## src/rtl/sram_1p_march_bist.sv

```systemverilog
// rtl/sram_1p_march_bist.sv - March C- BIST controller for the single-port bit-maskable SRAM; first-failure diagnostics built only with SRAM_1P_BIST_DIAG_EN
module sram_1p_march_bist #(
   parameter int P_DATA_WIDTH = 24,
   parameter int P_ADDR_WIDTH = 14
) (
   input  logic                    A_CLK,
   input  logic                    A_RST,
   input  logic                    A_START,
   output logic                    A_BUSY,
   output logic                    A_DONE,
   output logic                    A_FAIL,
   output logic [P_ADDR_WIDTH-1:0] A_FAIL_ADDR,
   output logic [2:0]              A_FAIL_ELEM,
   output logic [P_DATA_WIDTH-1:0] A_FAIL_BITS,
   input  logic [P_DATA_WIDTH-1:0] A_BIST_DOUT,
   output logic                    A_BIST_EN,
   output logic [P_ADDR_WIDTH-1:0] A_BIST_ADDR,
   output logic [P_DATA_WIDTH-1:0] A_BIST_DIN,
   output logic [P_DATA_WIDTH-1:0] A_BIST_BM,
   output logic                    A_BIST_MEN,
   output logic                    A_BIST_WEN,
   output logic                    A_BIST_REN,
   output logic                    A_BIST_CLK
);

   typedef enum logic [1:0] {S_IDLE, S_RUN, S_DRAIN, S_DONE} state_t;

   localparam logic [P_ADDR_WIDTH-1:0] ADDR_ZERO = '0;
   localparam logic [P_ADDR_WIDTH-1:0] ADDR_ONE  = {{(P_ADDR_WIDTH-1){1'b0}}, 1'b1};
   localparam logic [P_ADDR_WIDTH-1:0] ADDR_LAST = {P_ADDR_WIDTH{1'b1}};

   state_t                  state_q, state_d;
   logic [2:0]              elem_q, elem_d;
   logic [P_ADDR_WIDTH-1:0] addr_q, addr_d;
   logic                    phase_q, phase_d;   // 0: read slot, 1: write slot of a r/w element
   logic                    pend_q, pend_d;     // a read was executed last edge, compare now
   logic [P_DATA_WIDTH-1:0] exp_q, exp_d;
   logic                    done_q, done_d;
   logic                    fail_q, fail_d;

   logic                    elem_down, elem_has_rd, elem_has_wr, rd_ones, wr_ones;
   logic                    op_rd, op_wr, addr_done, last_addr, mismatch, start_ok;
   logic [P_DATA_WIDTH-1:0] miss_bits;

   // Decode the current element and the op presented this cycle
   always_comb begin
      elem_down   = (elem_q == 3'd3) || (elem_q == 3'd4);
      elem_has_rd = (elem_q != 3'd0);
      elem_has_wr = (elem_q != 3'd5);
      rd_ones     = (elem_q == 3'd2) || (elem_q == 3'd4);
      wr_ones     = (elem_q == 3'd1) || (elem_q == 3'd3);
      op_rd       = (state_q == S_RUN) && elem_has_rd && !phase_q;
      op_wr       = (state_q == S_RUN) && elem_has_wr && (phase_q || !elem_has_rd);
      addr_done   = op_wr || (op_rd && !elem_has_wr);
      last_addr   = elem_down ? (addr_q == ADDR_ZERO) : (addr_q == ADDR_LAST);
      miss_bits   = A_BIST_DOUT ^ exp_q;
      mismatch    = pend_q && (miss_bits != '0);
      start_ok    = A_START && ((state_q == S_IDLE) || (state_q == S_DONE));
   end

   // Next-state: walk slots, addresses and elements; track done/fail
   always_comb begin
      state_d = state_q;
      elem_d  = elem_q;
      addr_d  = addr_q;
      phase_d = phase_q;
      pend_d  = op_rd;
      exp_d   = rd_ones ? '1 : '0;
      done_d  = done_q;
      fail_d  = fail_q | mismatch;
      case (state_q)
         S_IDLE, S_DONE: begin
            if (start_ok) begin
               state_d = S_RUN;
               elem_d  = 3'd0;
               addr_d  = ADDR_ZERO;
               phase_d = 1'b0;
               done_d  = 1'b0;
               fail_d  = 1'b0;
            end
         end
         S_RUN: begin
            if (op_rd && elem_has_wr) begin
               phase_d = 1'b1;
            end else if (addr_done) begin
               phase_d = 1'b0;
               if (!last_addr) begin
                  addr_d = elem_down ? (addr_q - ADDR_ONE) : (addr_q + ADDR_ONE);
               end else if (elem_q == 3'd5) begin
                  state_d = S_DRAIN;
               end else begin
                  elem_d = elem_q + 3'd1;
                  addr_d = ((elem_q == 3'd2) || (elem_q == 3'd3)) ? ADDR_LAST : ADDR_ZERO;
               end
            end
         end
         S_DRAIN: begin
            state_d = S_DONE;
            done_d  = 1'b1;
         end
         default: state_d = S_IDLE;
      endcase
   end

   // State registers with synchronous reset
   always_ff @(posedge A_CLK) begin
      if (A_RST) begin
         state_q <= S_IDLE;
         elem_q  <= 3'd0;
         addr_q  <= ADDR_ZERO;
         phase_q <= 1'b0;
         pend_q  <= 1'b0;
         exp_q   <= '0;
         done_q  <= 1'b0;
         fail_q  <= 1'b0;
      end else begin
         state_q <= state_d;
         elem_q  <= elem_d;
         addr_q  <= addr_d;
         phase_q <= phase_d;
         pend_q  <= pend_d;
         exp_q   <= exp_d;
         done_q  <= done_d;
         fail_q  <= fail_d;
      end
   end

`ifdef SRAM_1P_BIST_DIAG_EN
   logic [P_ADDR_WIDTH-1:0] pend_addr_q, pend_addr_d, fail_addr_q, fail_addr_d;
   logic [2:0]              pend_elem_q, pend_elem_d, fail_elem_q, fail_elem_d;
   logic [P_DATA_WIDTH-1:0] fail_bits_q, fail_bits_d;

   // Carry the read's address/element alongside it; latch only the first mismatch
   always_comb begin
      pend_addr_d = addr_q;
      pend_elem_d = elem_q;
      fail_addr_d = fail_addr_q;
      fail_elem_d = fail_elem_q;
      fail_bits_d = fail_bits_q;
      if (start_ok) begin
         fail_addr_d = '0;
         fail_elem_d = '0;
         fail_bits_d = '0;
      end else if (mismatch && !fail_q) begin
         fail_addr_d = pend_addr_q;
         fail_elem_d = pend_elem_q;
         fail_bits_d = miss_bits;
      end
   end

   // Diagnostic registers
   always_ff @(posedge A_CLK) begin
      if (A_RST) begin
         pend_addr_q <= '0;
         pend_elem_q <= '0;
         fail_addr_q <= '0;
         fail_elem_q <= '0;
         fail_bits_q <= '0;
      end else begin
         pend_addr_q <= pend_addr_d;
         pend_elem_q <= pend_elem_d;
         fail_addr_q <= fail_addr_d;
         fail_elem_q <= fail_elem_d;
         fail_bits_q <= fail_bits_d;
      end
   end

   assign A_FAIL_ADDR = fail_addr_q;
   assign A_FAIL_ELEM = fail_elem_q;
   assign A_FAIL_BITS = fail_bits_q;
`else
   assign A_FAIL_ADDR = '0;
   assign A_FAIL_ELEM = '0;
   assign A_FAIL_BITS = '0;
`endif

   assign A_BUSY      = (state_q == S_RUN) || (state_q == S_DRAIN);
   assign A_DONE      = done_q;
   assign A_FAIL      = fail_q;
   assign A_BIST_EN   = A_BUSY;
   assign A_BIST_MEN  = op_rd || op_wr;
   assign A_BIST_WEN  = op_wr;
   assign A_BIST_REN  = op_rd;
   assign A_BIST_ADDR = (op_rd || op_wr) ? addr_q : ADDR_ZERO;
   assign A_BIST_DIN  = (op_wr && wr_ones) ? '1 : '0;
   assign A_BIST_BM   = op_wr ? '1 : '0;
   assign A_BIST_CLK  = A_CLK;

endmodule

```

## config.mk

```make
export PLATFORM = sky130hd
export DESIGN_NAME = sram_1p_march_bist
export DESIGN_NICKNAME = d
export VERILOG_FILES = /design/src/rtl/sram_1p_march_bist.sv
export SDC_FILE = /design/constraint.sdc
export NUM_CORES = 1
export LEC_CHECK = 0
export ABC_AREA = 1
export BUFFER_PORTS_ARGS = -buffer_cell sky130_fd_sc_hd__buf_4
export CAP_MARGIN = 20
export CORE_MARGIN = 1
export CORE_UTILIZATION = 50
export DETAILED_ROUTE_END_ITERATION = 7
export GPL_TIMING_DRIVEN = 0
export PLACE_DENSITY = 0.91
export SETUP_SLACK_MARGIN = 0.4
export SLEW_MARGIN = 20
export SYNTH_ARGS = -nofsm -noshare
export SYNTH_HDL_FRONTEND = slang
export SYNTH_SLANG_ARGS = --single-unit
export TNS_END_PERCENT = 50
```

## constraint.sdc

```tcl
create_clock -name A_CLK -period 5.3 [get_ports A_CLK]
set_clock_uncertainty 0.05 [all_clocks]
set_input_delay 1.06 -clock A_CLK [delete_from_list [all_inputs] [get_ports A_CLK]]
set_output_delay 1.06 -clock A_CLK [all_outputs]
set_load 0.02 [all_outputs]
```

==> out/metrics.cfg, run 1 <==
[clock_network]
cts_setup_buffers = 0
tritoncts = yes
ctsResizeCount = 0
clkTransAtPathRegs_ns = 0.09
worstSkewPairLatency_ns = 0.38
cts_hold_buffers = 0

[critical_path]
worstPathCellList = clkbuf_8 -> clkbuf_8 -> buf_4 -> buf_4
critical_path.top_delay_family = buffers and inverters
path_max_fanout = 2
worst_ep_required_time_ns = 4.19
crit_slowest_cell = buf_4
worst-setup-path-type = clk2out
start_kind = clock port
cp.buffers_inverters = 4
worstPathArrival_ns = 3.14
r2r_end = addr_q[8]
endpoint_kind = output pin
reg2reg_from = elem_q[0]
r2r_slack_ns = 2.64
reg2reg_depth = 14
cp_slowest_stage_delay_ns = 0.15

[timing]
report.final.slew_viol_count = 0
report.final.hold_viol_count = 0
tightest_slew_ns = 0.867
timing.final.setup_violations = 0
slew_headroom_pct = 42.1
tns_ns = 0
rsz0062_at_grt = false

[global_routing]
grt_pass1_wl_mm = 12.6
overflow = 0
grt_pass1_vias = 2960
groute.usage.overall_pct = 24.5
grt_max_degree = 26
antenna_found_initial = 0

[finish]
syn2layout_area_growth_pct = 34.3
utilization_pct = 70.9
final_nets = 696
diodes = 0
seq_area_um2 = 480
multi_input_area_mm2 = 0.00190
nFillCells = 509
drive_gt1_share_pct = 36.6

[worst_hold_path]
whs_endpoint = A_FAIL
hold_depth = 2
hp-start = pend_q
hp-class = reg2reg

[synth]
synth_seq_cells = 24
ys_seq_area_share_pct = 15.1
postSynthAreaPerCell_um2 = 6.32
synth_area_mm2 = 0.00318
syn_inst = 503
yosysWarnings = 0
synth_top_cell_by_area = buf_4
synth_cell_type_count = 33
synth_top_area_share_pct = 21.2
synthTopCellsByArea = buf_4 (21%), dfxtp_1 (15%), nand2_1 (13%), ha_1 (7.9%), inv_1 (7.2%)
async_flop_share_pct = 0
synth_ff_type = dfxtp_1
synth_edf_count = 0

[detailed_routing]
drt_iter0_drc = 117
drc = 0
vias = 3362
viasPerCell = 4.66
drtAntennaViolNets = 0
first_pass_iters = 4
drt_wl_total_mm = 8.34
avgRoutedWirePerCell_um = 11.5

[die]
die_h_um = 81.8
core_mm2 = 0.00603
die_x_um = 81.8
core.rowCount = 28
die_area_mm2 = 0.00668
io_pins = 138
start_util_pct = 52.8

[outcome]
status = finished, final reports clean

[pwr]
powerDensity_mw_per_mm2 = 463
ir_worst_vdd_v = 0.000286
leakage_nw = 2.49

[placement]
place_hpwl_mm = 6.77
io_buffer_count = 96
routabilityCongestion = 0.960

[job]
maxCapViolations = 0

cells by family (layout without fill, tap and decap cells):
| logic type | count (synthesis) | in the layout | synth area share (%) |
|---|---|---|---|
| AOI/OAI and AO/OA | 44 | 44 | 8.38 |
| xor gates and xnor gates | 4 | 4 | 1.10 |
| adders and majority gates | 21 | 21 | 8.50 |
| buffers and inverters | 161 | 265 | 30.3 |
| DFF | 24 | 24 | 15.1 |
| other | 1 | 41 | 0.118 |
| and+or+nand+nor | 248 | 248 | 36.5 |
state kept, by name (all words and copies together), names as in the netlist:
name	count
A_DONE	1
A_FAIL	1
addr_q	14
elem_q	3
exp_q	1
pend_q	1
phase_q	1
state_q	2
area by class of cell:
class	count	share of cell area, %
Sequential cell	24	11.2
Multi-Input combinational cell	358	44.4
Timing Repair Buffer	96	16.9
Clock inverter	1	0.703
Clock buffer	7	2.11
Buffer	95	16.7
Inverter	66	5.86
Tap cell	75	2.20
cells in the mapped netlist, types with 2 or more instances:
cell / n
nand2_1: 114
buf_4: 90
inv_1: 61
nor2_1: 58
nand3_1: 35
dfxtp_1: 24
a21oi_1: 20
ha_1: 20
nand2_4: 15
a21oi_2: 11
nor3_1: 9
o21ai_0: 8
inv_2: 4
nand4_1: 4
clkbuf_1: 3
nand3b_1: 3
nor2_2: 3
o21ai_1: 3
xnor2_1: 3
or2_2: 2
cell usage in the layout, fill, tap and decap left out, drive strengths merged, types with 11 or more instances in the layout:
cell type	netlist	routed
a21oi	31	31
buf	92	189
conb	1	41
dfxtp	24	24
ha	20	20
inv	66	66
nand2	130	130
nand3	36	36
nor2	62	62
o21ai	11	11
worst max-delay path by stage:
stage	start	to	slack (ns)	cells after the start
after detailed placement	A_CLK	A_BIST_CLK	1.29	2
after floorplan	state_q[1]	A_BIST_DIN[10]	1.34	7
after global routing	A_CLK	A_BIST_CLK	1.04	4
after global placement	state_q[1]	A_BIST_DIN[8]	1.24	8
after CTS	A_CLK	A_BIST_CLK	1.05	4
final	A_CLK	A_BIST_CLK	1.05	4
report_power, final:
part | leakage [nW] | internal [W] | total [W] | switching [W]
combinational | 2.23 | 0.000586 | 0.00144 | 0.000854
clock | 0.0669 | 0.000168 | 0.000260 | 0.0000919
sequential | 0.195 | 0.000224 | 0.000276 | 0.0000529
metrics by stage:
step / std cells / cell area (um^2) / power [W] / setup slack [ns] / hold slack (ns)
finish: 722 / 4270 / 0.00198 / 1.05 / 0.426
detailed placement: 715 / 4160 / 0.00174 / 1.29 / 0.408
global placement: 714 / 4150 / 0.00169 / 1.24 / 0.405
CTS: 722 / 4270 / 0.00197 / 1.05 / 0.429
global route: 722 / 4270 / 0.00211 / 1.04 / 0.445
floorplan: 543 / 3330 / 0.00132 / 1.34 / 0.388
metal layers:
metal / part of all wire, % / global-route usage (%) / vias to the layer above
met4: 2.5 / 9.30 / 0
met5: 0 / 0 / -
met2: 52 / 47.5 / 122
met1: 37 / 24.7 / 1494
li1: - / - / 1726
met3: 7.8 / 6.00 / 20
worst register-to-register path, cell delays in order, from the launching register on:
cell and delay (ns):
dfxtp_1 0.41, inv_1 0.10, ha_1 0.24, inv_1 0.08, nand2_1 0.08, nand2_4 0.15, inv_4 0.11, fa_1 0.45
nand3_1 0.12, nand3_1 0.18, nand2_1 0.14, a21oi_1 0.07, nand3b_1 0.20, nand2_4 0.11, a21oi_2 0.05
(Power assumes the default switching activity.)
==> inputs of run 2 (changes only) <==
--- a/config.mk
+++ b/config.mk
@@ -9,10 +9,10 @@
 export BUFFER_PORTS_ARGS = -buffer_cell sky130_fd_sc_hd__buf_4
 export CAP_MARGIN = 20
 export CORE_MARGIN = 1
-export CORE_UTILIZATION = 50
+export CORE_UTILIZATION = 44
 export DETAILED_ROUTE_END_ITERATION = 7
 export GPL_TIMING_DRIVEN = 0
-export PLACE_DENSITY = 0.91
+export PLACE_DENSITY = 0.85
 export SETUP_SLACK_MARGIN = 0.4
 export SLEW_MARGIN = 20
 export SYNTH_ARGS = -nofsm -noshare
==> constraint.sdc (replaced) <==
create_clock -name A_CLK -period 3.6 [get_ports A_CLK]
set_clock_uncertainty 0.05 [all_clocks]
set_input_delay 0.72 -clock A_CLK [delete_from_list [all_inputs] [get_ports A_CLK]]
set_output_delay 0.72 -clock A_CLK [all_outputs]
set_load 0.02 [all_outputs]
==> run 2 against run 1 <==
Effect of this change: via count fell by 2.1%; largest power group unchanged; worst setup slack got worse by 0.66 ns; final cell count rose by 2.8%; clock power rose by 23%; highest routed layer unchanged; largest cell class unchanged; die area rose by 13%; flip-flop and latch count did not move; critical endpoint is now A_BIST_BM[0]; combinational power rose by 47%; global-route usage fell by 3.6 points.
==> out/metrics.cfg, run 2 (same netlist as run 1, synthesis figures left out) <==
[outcome]
status = finished, final reports clean

[clock_network]
cts_setup_buffers = 0  ; unchanged
tritoncts = yes
cts_hold_buffers = 0  ; unchanged
worstSkewPairLatency_ns = 0.37  ; about the same
clkTransAtPathRegs_ns = 0.09  ; about the same

[finish]
multi_input_area_mm2 = 0.00190  ; +0.33%
seq_area_um2 = 480  ; unchanged
final_nets = 695  ; -0.14%
nFillCells = 634  ; +25%
final_cells = 742  ; +2.8%
diodes = 0  ; unchanged
layout_common_cells = buf_4 (186), nand2_1 (114), inv_1 (61)
syn2layout_area_growth_pct = 34.7
drive_gt1_share_pct = 36.7  ; +0.057 points
largest_reg_flops = 14  ; unchanged
final_common_cell = buf_4
reg.largest.list = addr_q: 14 flops, elem_q: 3 flops, state_q: 2 flops
largest_register = addr_q

[critical_path]
r2r_end = addr_q[8]
worst-setup-path-type = reg2out
reg2reg_depth = 14  ; unchanged
start_kind = flip-flop
critical_path.top_delay_family = buffers and inverters
cp_slowest_stage_delay_ns = 0.65  ; +0.50 ns
r2r_slack_ns = 0.98  ; -1.66 ns
worstPathArrival_ns = 2.43  ; -0.71 ns
reg2reg_from = elem_q[0]
crit_top_cell = inv_1
worst_ep_required_time_ns = 2.83  ; -1.36 ns
endpoint_kind = output pin
worstPathCellList = inv_1 -> ha_1 -> inv_1 -> o21ai_1 -> inv_1 -> nor2_2 -> buf_4 -> buf_4
crit_slowest_cell = nor2_2
path_max_fanout = 25  ; +23
cp.buffers_inverters = 5  ; +1

[global_routing]
antenna_found_initial = 0  ; unchanged
grt_max_degree = 26  ; unchanged
overflow = 0  ; unchanged
grt_pass1_vias = 3037  ; +2.6%
grt_pass1_wl_mm = 12.7  ; +0.39%
groute.usage.overall_pct = 20.9  ; -3.6 points

[timing]
period_needed_ns = 3.20
tightest_slew_ns = 0.829  ; -0.0379 ns
timing.final.setup_violations = 0  ; unchanged
slew_headroom_pct = 44.7  ; +2.5 points
tns_ns = 0  ; unchanged
period_share_pct = 89.0
rsz0062_at_grt = true
fmax_mhz = 312
report.final.hold_viol_count = 0  ; unchanged
report.final.slew_viol_count = 0  ; unchanged

[die]
die_x_um = 87.0  ; +6.4%
die_h_um = 87.0  ; +6.4%
die_area_mm2 = 0.00757  ; +13%
core_mm2 = 0.00691  ; +15%
start_util_pct = 46.1  ; -6.7 points
core.rowCount = 30  ; +7.1%
io_pins = 138  ; unchanged

[placement]
place_hpwl_mm = 6.57  ; -3.0%
place_inst = 735  ; +2.8%
io_buffer_count = 96  ; unchanged
routabilityCongestion = 0.947  ; -1.3%

[detailed_routing]
first_pass_iters = 4  ; unchanged
drt_iter0_drc = 107  ; -8.5%
drtAntennaViolNets = 0  ; unchanged
viasPerCell = 4.44  ; -4.8%
drc = 0  ; unchanged
drt_wl_total_mm = 7.90  ; -5.2%
vias = 3291  ; -2.1%
avgRoutedWirePerCell_um = 10.7  ; -7.7%

[pwr]
ir_worst_vdd_v = 0.000256  ; -11%
leakage_nw = 2.48  ; -0.17%
powerDensity_mw_per_mm2 = 661  ; +43%

[worst_hold_path]
hp-class = reg2reg
hp-start = pend_q
whs_endpoint = A_FAIL
hold_depth = 2  ; unchanged

[job]
maxCapViolations = 0  ; unchanged

==> run 2: metrics by stage <==
stage / hold slack, ns / area (um^2) / util [%] / power, W / worst slack [ns]
2_1_floorplan: 0.388 / 3340 / - / 0.00195 / 0.630
3_3_place_gp: 0.393 / 4180 / 60.5 / 0.00249 / 0.494
3_5_place_dp: 0.403 / 4180 / 60.5 / 0.00255 / 0.442
4_1_cts: 0.425 / 4280 / 62.0 / 0.00284 / 0.372
5_1_grt: 0.461 / 4280 / 62.0 / 0.00305 / 0.162
6_report: 0.418 / 4280 / 62.0 / 0.00283 / 0.396
==> run 2: tightest hold or removal path, cell delays in order, from the launching register on <==
cell and delay [ns]:
dfxtp_1 0.31, a21oi_1 0.06, nor2_1 0.07
==> run 2: final cells by class <==
type                       instances  area share [%]
tap                               96            2.80
sequential                        24            11.2
inverter                          66            5.84
multi-input combinational        358            44.4
buffer                            95            16.7
clock buffer                       8            2.42
timing repair buffer              95            16.7
==> run 2: where the power goes <==
group,switching (W),internal (W),leakage (nW)
clock network,0.000124,0.000196,0.0599
registers,0.0000752,0.000329,0.195
logic,0.00124,0.000864,2.23
==> run 2: worst max-delay path by stage <==
stage                     from  cells after the start              to
floorplan           state_q[1]                      7    A_BIST_BM[0]
global placement    state_q[1]                      8    A_BIST_BM[3]
detailed placement  state_q[1]                      8  A_BIST_DIN[21]
CTS                 state_q[1]                      8    A_BIST_BM[0]
global route        state_q[1]                      8  A_BIST_DIN[11]
finish               elem_q[0]                      8    A_BIST_BM[0]
==> run 2: what timing repair did <==
action / CTS / global route
gates resized for setup: 2 / 0
pin swaps: 1 / 1
setup endpoints to repair: 58 / 59
==> run 2: per-layer routing <==
metal	share of wire [%]	routed length [um]	up-vias	track usage, %
met5	0	0	-	0
met2	51	4000	110	39.3
li1	-	-	1722	-
met3	7.4	588	10	4.08
met1	40	3190	1449	22.4
met4	1.6	128	0	9.39
